**src/rtl/eater_pkg.sv**
```systemverilog
// Shared definitions for the eater_cpu accumulator machine:
// opcode values, control state encoding and default widths.
package eater_pkg;

   localparam int DEF_DATA_W = 8;
   localparam int DEF_ADDR_W = 4;

   localparam logic [3:0] OP_NOP = 4'h0;
   localparam logic [3:0] OP_LDA = 4'h1;
   localparam logic [3:0] OP_ADD = 4'h2;
   localparam logic [3:0] OP_SUB = 4'h3;
   localparam logic [3:0] OP_STA = 4'h4;
   localparam logic [3:0] OP_LDI = 4'h5;
   localparam logic [3:0] OP_JMP = 4'h6;
   localparam logic [3:0] OP_JC  = 4'h7;
   localparam logic [3:0] OP_JZ  = 4'h8;
   localparam logic [3:0] OP_OUT = 4'hE;
   localparam logic [3:0] OP_HLT = 4'hF;

   typedef enum logic [2:0] {
      S_IDLE,
      S_FETCH,
      S_DECODE,
      S_MEM_RD,
      S_ALU,
      S_MEM_WR,
      S_HALT
   } state_t;

endpackage

```
**src/rtl/eater_cpu_alu.sv**
```systemverilog
// Combinational add/subtract unit with carry-out and zero detect.
// Subtraction is a + ~b + 1, so carry=1 means no borrow.
module alu_n #(
   parameter int W = 8
) (
   input  logic [W-1:0] a,
   input  logic [W-1:0] b,
   input  logic         sub,
   output logic [W-1:0] y,
   output logic         carry,
   output logic         zero
);

   logic [W:0] sum;

   always_comb begin
      sum   = {1'b0, a}
            + {1'b0, (sub ? ~b : b)}
            + {{W{1'b0}}, sub};
      y     = sum[W-1:0];
      carry = sum[W];
      zero  = (sum[W-1:0] == '0);
   end

endmodule

```
**src/rtl/eater_cpu.sv**
```systemverilog
// Multi-cycle accumulator CPU with a req/ack memory port,
// free-run or single-step execution and an output register.
module eater_cpu
   import eater_pkg::*;
#(
   parameter int DATA_W = DEF_DATA_W,
   parameter int ADDR_W = DEF_ADDR_W
) (
   input  logic              clk,
   input  logic              clr,
   input  logic              run_en,
   input  logic              step_pulse,
   output logic              mem_req,
   output logic              mem_we,
   output logic [ADDR_W-1:0] mem_addr,
   output logic [DATA_W-1:0] mem_wdata,
   input  logic [DATA_W-1:0] mem_rdata,
   input  logic              mem_ack,
   output logic              out_valid,
   output logic [DATA_W-1:0] out_data,
   output logic              halted,
   output logic              cf,
   output logic              zf
);

   if (DATA_W < 4 + ADDR_W) begin : g_width_check
      $error("eater_cpu: DATA_W must be >= 4 + ADDR_W");
   end

   state_t state;
   state_t nxt;

   logic [DATA_W-1:0] a;
   logic [DATA_W-1:0] b;
   logic [DATA_W-1:0] ir;
   logic [ADDR_W-1:0] pc;

   logic [3:0]        opcode;
   logic [ADDR_W-1:0] operand;
   logic [DATA_W-1:0] alu_y;
   logic              alu_c;
   logic              alu_z;
   logic              unused_ir;

   assign opcode    = ir[DATA_W-1 -: 4];
   assign operand   = ir[ADDR_W-1:0];
   assign unused_ir = ^ir;

   alu_n #(.W(DATA_W)) u_alu (
      .a     (a),
      .b     (b),
      .sub   (opcode == OP_SUB),
      .y     (alu_y),
      .carry (alu_c),
      .zero  (alu_z)
   );

   // Bus signals depend on state and registers only.
   assign mem_req   = (state == S_FETCH)
                   || (state == S_MEM_RD)
                   || (state == S_MEM_WR);
   assign mem_we    = (state == S_MEM_WR);
   assign mem_addr  = (state == S_FETCH) ? pc : operand;
   assign mem_wdata = a;
   assign halted    = (state == S_HALT);

   always_ff @(posedge clk or negedge clr) begin
      if (!clr) state <= S_IDLE;
      else      state <= nxt;
   end

   always_comb begin
      nxt = state;
      unique case (state)
         S_IDLE:
            if (run_en || step_pulse) nxt = S_FETCH;
         S_FETCH:
            if (mem_ack) nxt = S_DECODE;
         S_DECODE:
            unique case (1'b1)
               (opcode == OP_LDA),
               (opcode == OP_ADD),
               (opcode == OP_SUB): nxt = S_MEM_RD;
               (opcode == OP_STA): nxt = S_MEM_WR;
               (opcode == OP_HLT): nxt = S_HALT;
               default:            nxt = S_IDLE;
            endcase
         S_MEM_RD:
            if (mem_ack)
               nxt = (opcode == OP_LDA) ? S_IDLE : S_ALU;
         S_ALU:
            nxt = S_IDLE;
         S_MEM_WR:
            if (mem_ack) nxt = S_IDLE;
         S_HALT:
            nxt = S_HALT;
         default:
            nxt = S_IDLE;
      endcase
   end

   always_ff @(posedge clk or negedge clr) begin
      if (!clr) begin
         a         <= '0;
         b         <= '0;
         ir        <= '0;
         pc        <= '0;
         cf        <= 1'b0;
         zf        <= 1'b0;
         out_data  <= '0;
         out_valid <= 1'b0;
      end else begin
         out_valid <= 1'b0;
         unique case (state)
            S_FETCH:
               if (mem_ack) begin
                  ir <= mem_rdata;
                  pc <= pc + {{(ADDR_W-1){1'b0}}, 1'b1};
               end
            S_DECODE:
               unique case (1'b1)
                  (opcode == OP_LDI):
                     a <= {{(DATA_W-ADDR_W){1'b0}}, operand};
                  (opcode == OP_JMP):
                     pc <= operand;
                  (opcode == OP_JC):
                     if (cf) pc <= operand;
                  (opcode == OP_JZ):
                     if (zf) pc <= operand;
                  (opcode == OP_OUT): begin
                     out_data  <= a;
                     out_valid <= 1'b1;
                  end
                  default: ;
               endcase
            S_MEM_RD:
               if (mem_ack) begin
                  if (opcode == OP_LDA) a <= mem_rdata;
                  else                  b <= mem_rdata;
               end
            S_ALU: begin
               a  <= alu_y;
               cf <= alu_c;
               zf <= alu_z;
            end
            default: ;
         endcase
      end
   end

endmodule

```
**config.mk**
```make
export PLATFORM = sky130hd
export DESIGN_NAME = eater_cpu
export DESIGN_NICKNAME = d
export VERILOG_FILES = /design/src/rtl/eater_pkg.sv /design/src/rtl/eater_cpu_alu.sv /design/src/rtl/eater_cpu.sv
export SDC_FILE = /design/constraint.sdc
export NUM_CORES = 1
export LEC_CHECK = 0
export ABC_AREA = 1
export BUFFER_PORTS_ARGS = -buffer_cell sky130_fd_sc_hd__buf_2
export CAP_MARGIN = 20
export CORE_ASPECT_RATIO = 1.75
export CORE_UTILIZATION = 25
export CTS_BUF_LIST = sky130_fd_sc_hd__clkbuf_2 sky130_fd_sc_hd__clkbuf_4 sky130_fd_sc_hd__clkbuf_8
export CTS_CLUSTER_DIAMETER = 40
export DETAILED_ROUTE_END_ITERATION = 10
export GPL_TIMING_DRIVEN = 0
export PLACE_DENSITY_LB_ADDON = 0.25
export SYNTH_ARGS = -nofsm -noshare
export SYNTH_HDL_FRONTEND = slang
export SYNTH_SLANG_ARGS = --single-unit
export TNS_END_PERCENT = 5
```
**constraint.sdc**
```tcl
create_clock -name clk -period 2.4 [get_ports clk]
set_clock_uncertainty 0.2 [all_clocks]
set_input_delay 0 -clock clk [delete_from_list [all_inputs] [get_ports clk]]
set_output_delay 0 -clock clk [all_outputs]
set_load 0.03 [all_outputs]
```
# Word level (Yosys, flattened, before mapping)
# Cells that the tools add are included.
[classes]
magnitude_cmp = 0
multipliers = 0
reduce_logical = 14
muxes = 20
shifts = 0
div = 0
n_bitwise = 2
n_eq_ne = 25
n_addsub = 3
[op_table]
columns = ["cell", "n"]
rows = [
  ["2-to-1 mux 8 bit", 4],
  ["one-hot mux 8 bit (3 select lines)", 1],
  ["one-hot mux 3 bit (6 select lines)", 1],
  ["equality test 4 x 3 -> 1 bit (second input constant)", 4],
  ["2-to-1 mux 4 bit", 4],
  ["2-to-1 mux 3 bit", 5],
  ["equality test 4 bit (second input constant)", 3],
  ["one-hot mux 4 bit (3 select lines)", 1],
  ["adder 8 x 8 -> 9 bit", 1],
  ["adder 9 x 1 -> 9 bit", 1],
  ["equality test 3 bit (second input constant)", 3],
  ["one-hot mux 3 bit (3 select lines)", 1],
  ["equality test 4 x 2 -> 1 bit (second input constant)", 2],
  ["logical NOT 8 bit", 1],
  ["!= test 2 bit (second input constant)", 4],
  ["inverter 8 bit", 1],
  ["one-hot mux 4 bit (2 select lines)", 1],
  ["AND reduction 4 bit", 2],
  ["equality test 3 x 2 -> 1 bit (second input constant)", 2],
  ["!= test 3 bit (second input constant)", 2],
  ["AND reduction 5 bit", 1],
  ["adder 4 x 1 -> 4 bit (second input constant)", 1],
  ["equality test 4 x 1 -> 1 bit (second input constant)", 1],
  ["!= test 2 x 1 -> 1 bit (second input constant)", 2],
  ["other kinds (11)", 15],
]
[word_totals]
mem_bits_ro = 0
ram_bits = 0
latchBits = 0
input_bits = 13
out_inout_bits = 26
mem_count = 0
register_bits = 42
wordCells = 73

# Longest topological paths before layout
# Gate-level depths: netlist of run 1.
[logic_depth]
depth_word = 5
mapped_depth = 15
depth_no_buf = 15

# Cells and area by module
# A second synthesis of run 1 with hierarchy kept.
[hier_totals]
cells_unflattened = 379
area_unflattened_um2 = 2723.9
[by_module_without_submodules]
columns = ["module", "instances", "area_each_um2", "cells_per_inst", "seq_area_each_um2"]
rows = [
  ["eater_cpu", 1, 2194.6, 292, 1051.0],
  ["alu_n", 1, 529.3, 87, 0.0],
]

# Worst setup path before layout of run 1
# OpenSTA, ideal clock, no wires.
[synth_path]
kind = "register to register"
startpoint = "register ir[7]"
endpoint = "register zf"
t_arrival_ns = 1.997
setup_ns = 0.065
path_buffers = 0
required_time_ns = 2.135
period_less_slack_ns = 2.262
path_slack_ns = 0.138
stages_incl_launch_ff = 12
path_cell_list = "dfrtp_1 > nor2_1 > nand2_2 > xor2_1 > fa_1 > xnor2_1 > nand3_1 > nor2_1 > nand3_1 > nor2_1 > nand3_1 > nand2_1"
[synth_between]
elab_chain_len = 5
[synth_rtl]
columns = ["element", "line", "text"]
rows = [
  ["start, declared", "eater_cpu.sv:35", "logic [DATA_W-1:0] ir;"],
  ["start signal, assigned", "eater_cpu.sv:117", "ir <= mem_rdata;"],
  ["equality test 4 x 2 -> 1 bit *", "eater_cpu.sv:52", ".sub (opcode == OP_SUB),"],
  ["2-to-1 mux 8 bit", "eater_cpu_alu.sv:18", "+ {1'b0, (sub ? ~b : b)}"],
  ["adder 8 x 8 -> 9 bit", "eater_cpu_alu.sv:18", ""],
  ["adder 9 x 1 -> 9 bit *", "eater_cpu_alu.sv:19", "+ {{W{1'b0}}, sub};"],
  ["logical NOT 8 bit *", "eater_cpu_alu.sv:22", "zero = (sum[W-1:0] == '0);"],
  ["end signal, assigned", "eater_cpu.sv:144", "zf <= alu_z;"],
  ["end, declared", "eater_cpu.sv:23", "output logic zf"],
]
# Every way passes the cells marked *; elsewhere a longest branch is shown, timed or not.
# A chain may end at the register's enable or synchronous reset.

# Final worst setup path of run 1
[layout_path]
startpoint = "register ir[6]"
endpoint = "register zf"
# The elaborated chain is that of the path after synthesis.

==> summary.txt, run 1 <==
Routing
  – Via Count: 2375
  – Post-DRT Antenna Nets: 0
  – Via density: ~4.6
  – Drt drc: 0
  – Drt first pass iters: 4
  – DRT iter0 DRCs: 93
  – Post-DR wirelength/cell: about 14 µm
  – WL final: ~7.4 mm

Power
  – VDD IR max: 442 µV
  – Comb pwr share: 65.5%
  – Static leakage: 1.64 nW
  – Clock power frac: 9.5%
  – Sw frac: a little over half
  – Switch Pwr: approximately 2.8 mW
  – Cell Pwr Density: 1580 mW/mm²
  – Seq pwr share: 25.0%
  – P_int: 2.50 mW

Synth
  – Synth area leaders: dfrtp_1 (42%), nand2_1 (14%), inv_1 (5.8%)
  – Mean Syn Cell Area: 7.75 µm²
  – Yosys reg bits: 42
  – Top-area cell type share of the netlist area: 41.8%
  – Syn Inst Count: 324
  – Synth unique cells: 36
  – Mapped Area: about 0.0025 mm²
  – Synth area leader: dfrtp_1
  – YS warnings: 0
  – Syn Nets: 346
  – Post-synthesis sequential area ratio: 41.8%

Floorplanning
  – Starting Density: 25.7%
  – Die height: 135 µm
  – Chip width: a little under 80 µm
  – Core Region: 0.00979 mm²
  – Die area: about 0.010 mm²
  – Site Rows: 48
  – Ports: 39

Clock tree
  – Clock transition at path regs: around 90 ps
  – Clk root buf: clkbuf_8
  – Sink Count: 42
  – Worst skew pair latency: 310 ps
  – Longest Clk Path Bufs: 2
  – H-tree levels: 2
  – CTS Buf Count: 5
  – CTS tree: yes

Timing
  – Pins over their slew limit: 0
  – Fin crit period: 2410 ps
  – Setup ws final: -5.57 ps
  – Worst Max-Slew Pin Slew: between 500 and 600 ps
  – Final period util: 100%
  – Setup violators final: 2
  – Fmax: 416 MHz
  – Final hold slack: -6.37 ps
  – Final hold vios: 3
  – RSZ-0062 raised after global routing: yes
  – Relative slew slack: 61.7%

Status
  – Violated checks: hold timing, setup timing
  – Outcome: complete, but fails checks

Global route
  – First-pass GRT wire length: 12.0 mm
  – GRT overflow: 0
  – Pin count of the biggest net entering global routing: 43
  – Antenna violations before repair: 0
  – Number of global-route vias before repair: 2442
  – Overall Global Routing Usage: between 10% and 20%

Final layout
  – Share of cells above drive strength 1: a little over a quarter
  – Sequential Area: 0.00105 mm²
  – Net count reported at finish: roughly 420
  – Final instance count without filler cells: 520
  – FILL cells: 1030
  – Multi-input logic area: 0.00141 mm²
  – Final Cell Area: 0.00335 mm²
  – Ant diodes: 0
  – Layout area overhead: 33.2%

Setup path
  – WP data required: 2400 ps
  – Worst Path Class, Setup: reg -> reg
  – FF-to-FF Start: ir[6]$_DFFE_PN0P_
  – Crit. End Element: register
  – Crit path max fanout: 8
  – Worst setup SP type: register
  – Crit path arrival time: 2410 ps
  – Worst Setup SP: ir[6]$_DFFE_PN0P_

Place
  – DP Wirelength: 5.57 mm
  – Placed cell areas: 0.00286 mm²
  – RePlAce Congestion: approximately 0.86
  – Port Buffers: 38
  – Placed insts: about 490

Run
  – Maxcap violations: 0

Min path
  – Worst hold path class: in -> async
synthesized netlist by cell type (all sizes together):
library cell	instances
o22ai	2
a21oi	23
o21ai	29
a21boi	1
xnor2	3
buf	3
nand4	4
a221oi	1
fa	1
nor4	1
o21bai	1
ha	8
inv	45
a31oi	2
mux2	1
nand2	95
nand3	17
xor2	8
o211ai	4
nor2	27
nor3b	1
nor3	5
dfrtp	42
stage by stage:
stage	TNS [ps]	power [mW]	util, %	setup slack (ps)
detailed placement	-604	4.33	29.2	-237
finish	-8.18	5.28	34.2	-5.57
global placement	-553	4.29	29.2	-215
floorplan	0	3.53	-	138
CTS	0	5.03	32.8	25.6
global route	-291	5.78	34.2	-129
routing by layer:
metal / track usage [%] / wire length (µm)
met1: 14.9 / 2700
met2: 30.3 / 4400
met3: 1.62 / 145
met4: 7.23 / 188
met5: 0 / 0
cells by family after synthesis:
kind of cell	count (synthesis)	share of synthesized area, %
mux	1	0.448
xor+xnor	11	3.83
simple gates	150	27.2
fa+ha+maj	9	4.78
compound gates	63	14.1
flops	42	41.8
buf+inv	48	7.77
final cells by class:
class	count	area share, %
Buffer	3	0.636
Inverter	45	5.20
Sequential cell	42	31.5
Clock inverter	2	0.374
Tap cell	125	4.67
Multi-Input combinational cell	234	42.0
Clock buffer	6	2.47
Timing Repair Buffer	63	13.2
sequential cells by signal, summed over array words and instances (netlist names):
signal and cells:
ir 8, pc 4, mem_wdata 8, out_valid 1
b 8, state 3, cf 1, zf 1
out_data 8
critical path: stages (launching register included):
cell,delay [ps]
dfrtp_2,430
nor2_4,190
nand2_8,120
buf_4,170
xor2_1,140
ha_1,360
inv_1,90
nor3_2,180
nand2_1,90
nand3_1,110
nand2_1,70
nand3_1,80
nand2_1,60
placed cells by master, fill, tap and decap left out, drive strengths merged:
cell type,netlist,routed
nand2,95,95
buf,3,49
inv,45,45
dfrtp,42,42
o21ai,29,29
nor2,27,27
a21oi,23,23
dlygate4sd3,0,17
nand3,17,17
ha,8,8
xor2,8,8
clkbuf,0,6
nor3,5,5
o211ai,4,4
nand4,4,4
xnor2,3,3
o22ai,2,2
a31oi,2,2
a21boi,1,1
nor4,1,1
mux2,1,1
nor3b,1,1
o21bai,1,1
a221oi,1,1
fa,1,1
clkinvlp,0,1
clkinv,0,1
power groups by stage:
| stage | clock, mW | sequential (mW) | combinational [mW] |
|---|---|---|---|
| 3_5_place_dp | 0 | 1.34 | 2.99 |
| 3_3_place_gp | 0 | 1.33 | 2.96 |
| 2_1_floorplan | 0 | 1.49 | 2.04 |
| 4_1_cts | 0.519 | 1.32 | 3.19 |
| 5_1_grt | 0.536 | 1.37 | 3.87 |
| 6_report | 0.504 | 1.32 | 3.46 |
timing repair:
item,4_1_cts,5_1_grt
hold endpoints to repair,68,0
buffers inserted,4,3
setup endpoints to repair,7,11
gates resized for setup,12,18
pin swaps,3,5
hold buffers,17,0
final timing paths:
path / end / slack, ps / depth (start not counted)
worst max-delay path: zf$_DFFE_PN0P_ / -6 / 12
worst min-delay path: b[0]$_DFFE_PN0P_ / -6 / 2
worst max register to register: zf$_DFFE_PN0P_ / -6 / 12
worst min register to register: out_data[7]$_DFFE_PN0P_ / 280 / 2
max in group asynchronous: ir[6]$_DFFE_PN0P_ / 1500 / 3
min in group clk: out_data[7]$_DFFE_PN0P_ / 280 / 2
Power figures use the tool's default switching activity.
==> inputs of run 2 (changes only) <==
- CORE_UTILIZATION: 25 -> 59
- GPL_TIMING_DRIVEN: 0 -> not set
- SKIP_LAST_GASP: not set -> 1
==> summary.txt, run 2 (same netlist as run 1, synthesis figures left out) <==
Status
  – Outcome: completed

Global route
  – Pin count of the biggest net entering global routing: 43 (unchanged)
  – Number of global-route vias before repair: 2319 (-5.0%)
  – GRT overflow: 0 (unchanged)
  – First-pass GRT wire length: 10.4 mm (-13%)
  – Antenna violations before repair: 0 (unchanged)
  – Overall Global Routing Usage: 31.2% (+16 points)

Clock tree
  – Clk root buf: clkbuf_8
  – Clock transition at path regs: 80 ps (about the same)
  – Longest Clk Path Bufs: 2 (unchanged)
  – CTS tree: yes
  – H-tree levels: 2 (unchanged)
  – Worst skew pair latency: 300 ps (about the same)
  – Sink Count: 42 (unchanged)
  – CTS Buf Count: 5 (unchanged)

Final layout
  – Share of cells above drive strength 1: 26.5% (+0.44 points)
  – Most common cell after layout, fill and taps aside: nand2_1
  – Layout area overhead: 27.5%
  – Net count reported at finish: 418 (+0.48%)
  – Ant diodes: 0 (unchanged)
  – Final Cell Area: 0.00320 mm² (-4.3%)
  – Commonest cells after routing, fill and taps aside: nand2_1 (89), dfrtp_1 (42), buf_2 (38)

Setup path
  – Worst Setup SP: ir[6]$_DFFE_PN0P_
  – Crit path arrival time: 2420 ps (about the same)
  – WP data required: 2430 ps (+30 ps)
  – Worst setup SP type: register
  – R2R setup slack: 8 ps (about the same)
  – Crit path capture: mem_wdata[7]$_DFFE_PN0P_
  – Crit. End Element: register
  – FF-to-FF Start: ir[6]$_DFFE_PN0P_
  – Worst Reg-to-Reg Cells: 11 (-1)
  – Critical R2R Capture: mem_wdata[7]$_DFFE_PN0P_
  – Crit path max fanout: 7 (-1)
  – Worst Path Class, Setup: reg -> reg

Timing
  – Worst Max-Slew Pin Slew: 935 ps (+365 ps)
  – Pins over their slew limit: 0 (unchanged)
  – Fin crit period: 2390 ps (-13.8 ps)
  – RSZ-0062 raised after global routing: yes
  – Setup TNS: 0 ps (+8.18 ps)
  – Relative slew slack: 37.7% (-24 points)
  – Fmax: 418 MHz (+0.58%)
  – Setup ws final: 8.28 ps (+13.8 ps)
  – Final hold vios: 0 (-3)
  – Final period util: 99.7% (-0.58 points)
  – Setup violators final: 0 (-2)

Routing
  – Post-DRT Antenna Nets: 0 (unchanged)
  – Via density: 5.63 (+23%)
  – Drt drc: 0 (unchanged)
  – DRT iter0 DRCs: 95 (+2.2%)
  – Via Count: 2506 (+5.5%)
  – WL final: 6.75 mm (-9.2%)
  – Drt first pass iters: 5 (+1)
  – Post-DR wirelength/cell: 15.2 µm (+6.1%)

Place
  – Placement Setup Slack: -5.58 ps (+231 ps)
  – RePlAce Congestion: 0.901 (+4.9%)
  – Port Buffers: 38 (unchanged)
  – Placed cell areas: 0.00282 mm² (-1.4%)
  – DP Wirelength: 4.62 mm (-17%)

Floorplanning
  – Die area: 0.00453 mm² (-57%)
  – Core Region: 0.00411 mm² (-58%)
  – Chip width: 51.3 µm (-34%)
  – Die height: 88.3 µm (-34%)
  – Ports: 39 (unchanged)
  – Starting Density: 61.1% (+35 points)
  – Site Rows: 31 (-35%)

Power
  – Cell Pwr Density: 1660 mW/mm² (+5.1%)
  – Static leakage: 1.65 nW (+1.0%)
  – VDD IR max: 1230 µV (+180%)

Min path
  – Worst hold path class: in -> async

Run
  – Maxcap violations: 0 (unchanged)
==> run 2: worst min path at each step <==
stage	to	cells past startpoint
6_report	pc[0]$_DFFE_PN0P_	2
5_1_grt	b[0]$_DFFE_PN0P_	2
4_1_cts	b[1]$_DFFE_PN0P_	2
3_5_place_dp	pc[0]$_DFFE_PN0P_	1
3_3_place_gp	ir[0]$_DFFE_PN0P_	1
2_1_floorplan	b[0]$_DFFE_PN0P_	0
==> run 2: routing by layer <==
metal | up-vias | share of wire (%) | GRT usage [%]
met5 | - | 0 | 0
met4 | 0 | 4.4 | 17.2
met3 | 21 | 4.4 | 3.61
met2 | 108 | 55 | 58.0
met1 | 1183 | 36 | 33.5
li1 | 1194 | - | -
==> run 2: worst max-delay path, stage by stage (launching register included) <==
cell and delay, ps:
dfrtp_1 410, nor2_4 180, nand2_8 110, buf_6 140
xor2_1 150, ha_1 380, inv_1 90, nor3_1 210
nand2_1 110, nand3_1 100, nand3_1 110, a21oi_2 130
==> run 2: cell type report <==
type | count | area, µm²
well taps | 49 | 61.3
fillers | 294 | 908
repair buffers | 68 | 449
inverters | 45 | 174
flip-flops and latches | 42 | 1050
clock inverters | 2 | 10.0
multi-input cells | 234 | 1390
clock buffers | 5 | 68.8
==> run 2: power by group <==
group / internal (mW) / switching, mW / leakage (nW)
Sequential: 1.02 / 0.285 / 0.519
Combinational: 1.32 / 2.24 / 1.09
Clock: 0.195 / 0.244 / 0.0438
==> run 2: stage by stage <==
stage | total power, mW | hold WS, ps | cells | util [%]
after floorplan | 3.53 | -496 | 324 | -
after global placement | 4.23 | -5.61 | 418 | 68.5
after detailed placement | 4.31 | -13.0 | 418 | 68.5
after CTS | 4.83 | 207 | 438 | 74.0
after global routing | 5.74 | 283 | 445 | 77.9
final | 5.31 | 178 | 445 | 77.9
==> run 2: timing repair <==
item,in CTS,in global routing
pin swaps,2,15
buffers inserted,1,7
hold endpoints to repair,68,0
gates resized for setup,4,22
endpoints found under the setup margin,1,6
cloned,0,0
hold buffers,12,0
